$ cat config.mk
export PLATFORM = sky130hd
export DESIGN_NAME = id_ex_stage
export DESIGN_NICKNAME = d
export VERILOG_FILES = /design/src/rtl/pipe_pkg.sv /design/src/rtl/wb_bypass.sv /design/src/rtl/id_ex_stage.sv
export SDC_FILE = /design/constraint.sdc
export NUM_CORES = 1
export LEC_CHECK = 0
export ABC_AREA = 0
export CELL_PAD_IN_SITES_DETAIL_PLACEMENT = 0
export CELL_PAD_IN_SITES_GLOBAL_PLACEMENT = 2
export CORE_UTILIZATION = 27
export CTS_BUF_LIST = sky130_fd_sc_hd__clkbuf_2
export DETAILED_ROUTE_END_ITERATION = 10
export PLACE_DENSITY = 0.95
export SKIP_CTS_REPAIR_TIMING = 1
export SLEW_MARGIN = 5
export SYNTH_ARGS = -nofsm -noshare
export SYNTH_HDL_FRONTEND = slang
export SYNTH_SLANG_ARGS = --single-unit
$ cat constraint.sdc
create_clock -name clk -period 3.7 [get_ports clk]
set_input_delay 0.37 -clock clk [delete_from_list [all_inputs] [get_ports clk]]
set_output_delay 0.37 -clock clk [all_outputs]
set_load 0.02 [all_outputs]
$ cat src/rtl/pipe_pkg.sv
// Shared types and constants for the decode/execute pipeline boundary.
package pipe_pkg;

  localparam int XLEN      = 32;
  localparam int ALUCTRL_W = 3;
  localparam int RESSRC_W  = 2;

  // ResultSrc encodings
  localparam logic [RESSRC_W-1:0] RES_ALU = 2'd0;
  localparam logic [RESSRC_W-1:0] RES_MEM = 2'd1;
  localparam logic [RESSRC_W-1:0] RES_PC4 = 2'd2;

  // Decoded control word carried from D to E
  typedef struct packed {
    logic                 reg_write;
    logic [RESSRC_W-1:0]  result_src;
    logic                 mem_write;
    logic                 jump;
    logic                 branch;
    logic [ALUCTRL_W-1:0] alu_control;
    logic                 alu_src;
  } ctrl_t;

  // A bubble carries no architectural side effects
  localparam ctrl_t CTRL_BUBBLE = '0;

endpackage

$ cat src/rtl/wb_bypass.sv
// Write-back to decode forwarding for one source operand. The register file
// writes on the edge but reads combinationally, so a W-stage write in the
// same cycle must be forwarded here. x0 is never forwarded.
module wb_bypass
  import pipe_pkg::*;
(
  input  logic [4:0]      Rs,
  input  logic [XLEN-1:0] RD,
  input  logic            RegWriteW,
  input  logic [4:0]      RdW,
  input  logic [XLEN-1:0] ResultW,
  output logic [XLEN-1:0] Op
);

  // Select the W-stage result when it targets this non-zero source register
  always_comb begin
    Op = RD;
    if (RegWriteW && (RdW != 5'd0) && (RdW == Rs)) begin
      Op = ResultW;
    end
  end

endmodule

$ cat src/rtl/id_ex_stage.sv
// Decode-to-execute pipeline register with W->D bypass on both operands,
// hazard-unit driven stall/flush, and a count of inserted bubbles.
module id_ex_stage
  import pipe_pkg::*;
(
  input  logic                 clk,
  input  logic                 rst_n,
  input  logic                 StallE,
  input  logic                 FlushE,
  input  logic                 ValidD,
  input  logic [XLEN-1:0]      RD1D,
  input  logic [XLEN-1:0]      RD2D,
  input  logic [4:0]           Rs1D,
  input  logic [4:0]           Rs2D,
  input  logic [4:0]           RdD,
  input  logic [XLEN-1:0]      PCD,
  input  logic [XLEN-1:0]      PCPlus4D,
  input  logic [XLEN-1:0]      ImmExtD,
  input  logic                 RegWriteD,
  input  logic                 MemWriteD,
  input  logic                 JumpD,
  input  logic                 BranchD,
  input  logic                 ALUSrcD,
  input  logic [RESSRC_W-1:0]  ResultSrcD,
  input  logic [ALUCTRL_W-1:0] ALUControlD,
  input  logic                 RegWriteW,
  input  logic [4:0]           RdW,
  input  logic [XLEN-1:0]      ResultW,
  output logic [XLEN-1:0]      RD1E,
  output logic [XLEN-1:0]      RD2E,
  output logic [XLEN-1:0]      PCE,
  output logic [XLEN-1:0]      PCPlus4E,
  output logic [XLEN-1:0]      ImmExtE,
  output logic [4:0]           Rs1E,
  output logic [4:0]           Rs2E,
  output logic [4:0]           RdE,
  output logic                 RegWriteE,
  output logic                 MemWriteE,
  output logic                 JumpE,
  output logic                 BranchE,
  output logic                 ALUSrcE,
  output logic [RESSRC_W-1:0]  ResultSrcE,
  output logic [ALUCTRL_W-1:0] ALUControlE,
  output logic                 ValidE,
  output logic [31:0]          BubbleCntE
);

  logic [4:0]      rs_d [2];
  logic [XLEN-1:0] rf_d [2];
  logic [XLEN-1:0] op_d [2];

  assign rs_d[0] = Rs1D;
  assign rs_d[1] = Rs2D;
  assign rf_d[0] = RD1D;
  assign rf_d[1] = RD2D;

  generate
    for (genvar gi = 0; gi < 2; gi++) begin : g_byp
      wb_bypass u_byp (
        .Rs        (rs_d[gi]),
        .RD        (rf_d[gi]),
        .RegWriteW (RegWriteW),
        .RdW       (RdW),
        .ResultW   (ResultW),
        .Op        (op_d[gi])
      );
    end
  endgenerate

  ctrl_t ctrl_d;
  logic  bubble_d;
  logic  load_d;

  // Pack decoded control and resolve flush > stall > load priority
  always_comb begin
    ctrl_d             = CTRL_BUBBLE;
    ctrl_d.reg_write   = RegWriteD;
    ctrl_d.result_src  = ResultSrcD;
    ctrl_d.mem_write   = MemWriteD;
    ctrl_d.jump        = JumpD;
    ctrl_d.branch      = BranchD;
    ctrl_d.alu_control = ALUControlD;
    ctrl_d.alu_src     = ALUSrcD;
    // An invalid D slot that is allowed to advance becomes a bubble too
    bubble_d = FlushE || (!StallE && !ValidD);
    load_d   = !FlushE && !StallE && ValidD;
  end

  ctrl_t           ctrl_reg;
  logic [XLEN-1:0] rd1_reg, rd2_reg, pc_reg, pc4_reg, imm_reg;
  logic [4:0]      rs1_reg, rs2_reg, rdst_reg;
  logic            valid_reg;
  logic [31:0]     bubble_cnt_reg;

  // E-stage register: clear on reset or bubble, hold on stall, else capture
  always_ff @(posedge clk or negedge rst_n) begin
    if (!rst_n) begin
      ctrl_reg       <= CTRL_BUBBLE;
      rd1_reg        <= '0;
      rd2_reg        <= '0;
      pc_reg         <= '0;
      pc4_reg        <= '0;
      imm_reg        <= '0;
      rs1_reg        <= '0;
      rs2_reg        <= '0;
      rdst_reg       <= '0;
      valid_reg      <= 1'b0;
      bubble_cnt_reg <= '0;
    end else if (bubble_d) begin
      ctrl_reg       <= CTRL_BUBBLE;
      rd1_reg        <= '0;
      rd2_reg        <= '0;
      pc_reg         <= '0;
      pc4_reg        <= '0;
      imm_reg        <= '0;
      rs1_reg        <= '0;
      rs2_reg        <= '0;
      rdst_reg       <= '0;
      valid_reg      <= 1'b0;
      bubble_cnt_reg <= bubble_cnt_reg + 32'd1;
    end else if (load_d) begin
      ctrl_reg       <= ctrl_d;
      rd1_reg        <= op_d[0];
      rd2_reg        <= op_d[1];
      pc_reg         <= PCD;
      pc4_reg        <= PCPlus4D;
      imm_reg        <= ImmExtD;
      rs1_reg        <= Rs1D;
      rs2_reg        <= Rs2D;
      rdst_reg       <= RdD;
      valid_reg      <= 1'b1;
    end
  end

  assign RD1E        = rd1_reg;
  assign RD2E        = rd2_reg;
  assign PCE         = pc_reg;
  assign PCPlus4E    = pc4_reg;
  assign ImmExtE     = imm_reg;
  assign Rs1E        = rs1_reg;
  assign Rs2E        = rs2_reg;
  assign RdE         = rdst_reg;
  assign RegWriteE   = ctrl_reg.reg_write;
  assign MemWriteE   = ctrl_reg.mem_write;
  assign JumpE       = ctrl_reg.jump;
  assign BranchE     = ctrl_reg.branch;
  assign ALUSrcE     = ctrl_reg.alu_src;
  assign ResultSrcE  = ctrl_reg.result_src;
  assign ALUControlE = ctrl_reg.alu_control;
  assign ValidE      = valid_reg;
  assign BubbleCntE  = bubble_cnt_reg;

endmodule
# ---- After elaboration in Yosys (flattened, before gate mapping)
# Index checks and enable logic that the tools add are counted.
dict set report word_totals {
  register_bits 218
  in_bits 228
  output_inout_bits 218
  word_cells 54
}
dict set report classes {
  n_addsub 1
  n_eq_ne 2
  muxes 22
  n_reduce_logical 12
}
# op n
set ops {}
lappend ops {{32-bit 2-to-1 mux} 12}
lappend ops {{32-bit by 1-bit adder with 32-bit output (second input constant)} 1}
lappend ops {{5-bit 2-to-1 mux} 6}
lappend ops {{10-bit 2-to-1 mux} 2}
lappend ops {{5-bit == test} 2}
lappend ops {{1-bit logical AND} 6}
lappend ops {{5-bit nonzero test} 1}
lappend ops {{1-bit logical NOT} 3}
lappend ops {{1-bit 2-to-1 mux} 2}
lappend ops {{2-bit nonzero test} 1}
lappend ops {{1-bit logical OR} 1}

# ---- Depth between registers and ports, before layout
dict set report logic_depth {
  depth_word 6
  ltp_mapped 7
  mapped_depth_nobuf 5
}

# ---- Hierarchy
# Synthesis repeated with hierarchy kept, for this count alone.
dict set report unflattened {
  hier_cells 640
  hier_area_um2 9200.1
}
# module n_inst cells_per_inst area_per_inst_um2 seq_area_each_um2
set modules_own_cells {}
lappend modules_own_cells {id_ex_stage 1 550 8011.4 5455.2}
lappend modules_own_cells {wb_bypass 2 45 594.3 0.0}

# ---- Least setup slack after synthesis
# Ideal clock, no wire load.
dict set report synth_path {
  path_type {reg2reg}
  start {register bubble_cnt_reg[0] (netlist: BubbleCntE[0])}
  end {register bubble_cnt_reg[28] (netlist: BubbleCntE[28])}
  setup_ns 0.130
  t_arrival_ns 1.580
  required_time_ns 3.570
  setup_slack_ns 1.990
  stages_incl_launch_ff 7
  n_path_buf 1
  period_less_slack_ns 1.710
  cell_sequence {dfrtp_1 -> ha_1 -> nand2_1 -> nor4b_1 -> buf_2 -> nand4_1 -> xnor2_1}
}
dict set report synth_between {
  elab_chain_len 1
}
# item line_no
set synth_lines {}
lappend synth_lines {{from (decl)} id_ex_stage.sv:93} ;# logic [31:0] bubble_cnt_reg;
lappend synth_lines {{from (signal assigned)} id_ex_stage.sv:120} ;# bubble_cnt_reg <= bubble_cnt_reg + 32'd1;
lappend synth_lines {{32-bit by 1-bit adder with 32-bit output} id_ex_stage.sv:120}
# No other way between the ends.
# A chain may end at the register's enable or synchronous reset.

# ---- Worst setup path after layout
dict set report layout_path {
  start {register bubble_cnt_reg[20] (netlist: BubbleCntE[20])}
  end {output BubbleCntE[20]}
}
# item line_no
set layout_rtl {}
lappend layout_rtl {{to (decl)} id_ex_stage.sv:45} ;# output logic [31:0] BubbleCntE
# No word-level cell between the ends.

==> impl_metrics.py <==
metrics = {
    "place": {
        "port_buffers": 445,
        "place_ws_ps": 908,
        "place_inst": 1575,
        "dpl.hpwl_mm": 22.2,
        "place_congestion": 0.873,
    },
    "cells_and_area": {
        "fin_util_pct": 43.8,
        "mostFrequentLayoutCells": "444 x clkdlybuf4s50_1, 218 x dfrtp_1, 121 x a22o_1",
        "finalNonFillerCells": 1679,
        "fillCellCount": 3105,
        "drive_gt1_share_pct": 8.91,
        "final_common_cell": "clkdlybuf4s50_1",
        "nets": 1423,
        "area_delta_synth_final_pct": 58.1,
    },
    "power_and_ir_drop": {
        "p_sw_share_pct": 30.8,
        "p_per_area_nw_per_um2": 373,
        "combPwrFrac_pct": 19.9,
        "clockPowerShare_pct": 31.4,
        "power.internal_mw": 3.72,
        "p_seq_share_pct": 48.7,
        "vdd_drop_max_mv": 0.176,
        "p_switching_mw": 1.66,
        "leakagePower_nw": 6.25,
    },
    "clock_network": {
        "cts.clk_slew.worst_paths_ps": 130,
        "htreeDepth": 2,
        "cts_made_buffers": 58,
        "clock_latency_ps": 850,
        "clock_sinks": 218,
        "cts_tree": "done",
        "cts_buffer_depth": 3,
        "cts-root-buf": "clkbuf_2",
    },
    "route": {
        "wl_mm": 32.3,
        "firstDrtPassIters": 5,
        "drtAntennaViolNets": 0,
        "avgViaCountPerCell": 4.85,
        "wl_per_cell_um": 19.2,
        "drt_iter0_markers": 398,
        "drc_errors": 0,
        "num_vias": 8139,
    },
    "sta": {
        "slew-limit-headroom_pct": 26.2,
        "grt_setup_unrepaired": "false",
        "slew_violations": 0,
        "max_freq_mhz": 428,
        "min_period_over_period_pct": 63.2,
        "setup_viol": 0,
        "worst_pin_slew_ps": 1110,
        "final.setup.tns_ps": 0,
        "setup_ws_ps": 1360,
        "skew_ps": 27.0,
        "period_needed_ps": 2340,
        "hold_viol_final": 0,
    },
    "critical_path": {
        "slowest_stage": "clkdlybuf4s50_1",
        "critPathMaxFanout": 6,
        "r2r_end": "BubbleCntE[24]$_DFFE_PN0P_",
        "critPathKind": "reg -> out",
        "critPathMaxStageDelay_ps": 640,
        "regToRegSetupSlack_ps": 2050,
        "path_buf_inv": 1,
        "start_kind": "register",
        "critPathTopFamily": "buffers and inverters",
        "r2r_cells": 4,
        "cp_cell_sequence": "clkdlybuf4s50_1",
        "cp-end-kind": "output pin",
        "arrival_ps": 1970,
        "reg2reg_from": "BubbleCntE[11]$_DFFE_PN0P_",
        "cp.required_ps": 3330,
    },
    "floorplanning": {
        "die-area_um2": 34600,
        "dieWidth_um": 186,
        "start_util_pct": 27.7,
        "die_h_um": 186,
        "core_um2": 32900,
        "io_pins": 446,
        "placementRows": 66,
    },
    "grt": {
        "grtUsageTotal_pct": 17.9,
        "grt_max_degree": 186,
        "grt_pass1_vias": 8307,
        "grt_pass1_wl_mm": 47.8,
        "antenna_found_initial": 4,
        "grt_remaining_overflow": 0,
    },
    "synth": {
        "yosys.area.top_type": "dfrtp_1",
        "avgSynthCellArea_um2": 12.2,
        "syn-cell-area_um2": 9140,
        "ys_top_cells_by_area": "dfrtp_1 60%, a22o_1 12%, a221o_1 7.0%, a21oi_1 3.5%, nand2_1 3.1%",
        "ys_ff_latch": 218,
        "yosysSeqAreaShare_pct": 59.7,
        "yosysUniqueCellTypes": 34,
        "synth_nets": 976,
        "syn_inst": 747,
        "ys_warn_count": 0,
        "synth_top_area_share_pct": 59.7,
    },
    "run": {
        "maxCapViolCount": 0,
    },
    "min_path": {
        "holdCritPathClass": "in -> async",
    },
    "status": {
        "outcome": "finished clean",
    },
}
## worst max path at each step
| stage | from | endpoint | slack (ps) | depth (start not counted) |
|---|---|---|---|---|
| after global routing | BubbleCntE[20]$_DFFE_PN0P_ | BubbleCntE[20] | 1170 | 1 |
| after floorplan | BubbleCntE[0]$_DFFE_PN0P_ | BubbleCntE[28]$_DFFE_PN0P_ | 1990 | 6 |
| after CTS | BubbleCntE[11]$_DFFE_PN0P_ | BubbleCntE[11] | 1220 | 1 |
| after global placement | RdW[1] | RD1E[15]$_DFFE_PN0P_ | 980 | 5 |
| final | BubbleCntE[20]$_DFFE_PN0P_ | BubbleCntE[20] | 1360 | 1 |
| after detailed placement | RdW[1] | RD1E[11]$_DFFE_PN0P_ | 910 | 5 |
## registers in the layout, indices dropped and copies added, names as in the netlist, 2 cells and up
register,flops
ALUControlE,3
BubbleCntE,32
ImmExtE,32
PCE,32
PCPlus4E,32
RD1E,32
RD2E,32
RdE,5
ResultSrcE,2
Rs1E,5
Rs2E,5
## through the flow
step / area (um^2) / total power, mW / hold slack [ps]
global route: 14400 / 5.67 / 21.5
floorplan: 9140 / 3.07 / 74.4
CTS: 14400 / 5.47 / -547
global placement: 13900 / 3.73 / 441
finish: 14400 / 5.38 / 122
detailed placement: 13900 / 3.74 / 453
## area by class of cell
| cell class | count | area [um^2] | share of cell area [%] |
|---|---|---|---|
| clock buffers | 80 | 400 | 2.77 |
| inverters | 3 | 11.3 | 0.0779 |
| clock inverters | 20 | 109 | 0.754 |
| diodes | 3 | 7.51 | 0.0520 |
| flip-flops and latches | 218 | 5460 | 37.8 |
| repair buffers | 457 | 4610 | 31.9 |
| well taps | 442 | 553 | 3.83 |
| multi-input cells | 456 | 3300 | 22.8 |
## per-layer routing
layer	global-route usage, %	share of wire, %	up-vias
met5	0	0.028	-
met4	6.00	2.3	2
met3	5.42	8.7	60
met2	28.7	47	414
met1	22.8	42	3961
li1	-	-	3702
## power by group through the flow
stage | clock network [mW] | registers, mW | logic, mW
final | 1.69 | 2.62 | 1.07
after global placement | 0 | 2.66 | 1.07
after global routing | 1.89 | 2.64 | 1.14
after CTS | 1.77 | 2.62 | 1.08
after floorplan | 0 | 2.80 | 0.272
after detailed placement | 0 | 2.66 | 1.08
## synth_stat cells (all sizes together)
cell type      n
a211oi         2
a21oi         64
a221o         64
a22o         121
and2          36
and3           2
and4           3
buf           35
clkbuf        29
dfrtp        218
dlygate4sd1    6
ha             1
inv            3
mux2           1
mux2i          1
nand2         76
nand2b         1
nand3         13
nand4         13
nor2           7
nor2b          2
nor3           3
nor3b          1
nor4           1
nor4b          2
o21bai         1
xnor2         32
xor2           9
## kinds of logic (layout without fill, tap and decap cells)
kind of cell	after synthesis	in the layout	share of synthesized area, %
compound gates	252	252	22.5
flops	218	218	59.7
simple gates	160	160	8.86
buf+inv	73	560	4.62
xor+xnor	41	41	3.93
mux	2	2	0.233
fa+ha+maj	1	1	0.137
other cells	0	3	0
(Power assumes the default switching activity.)
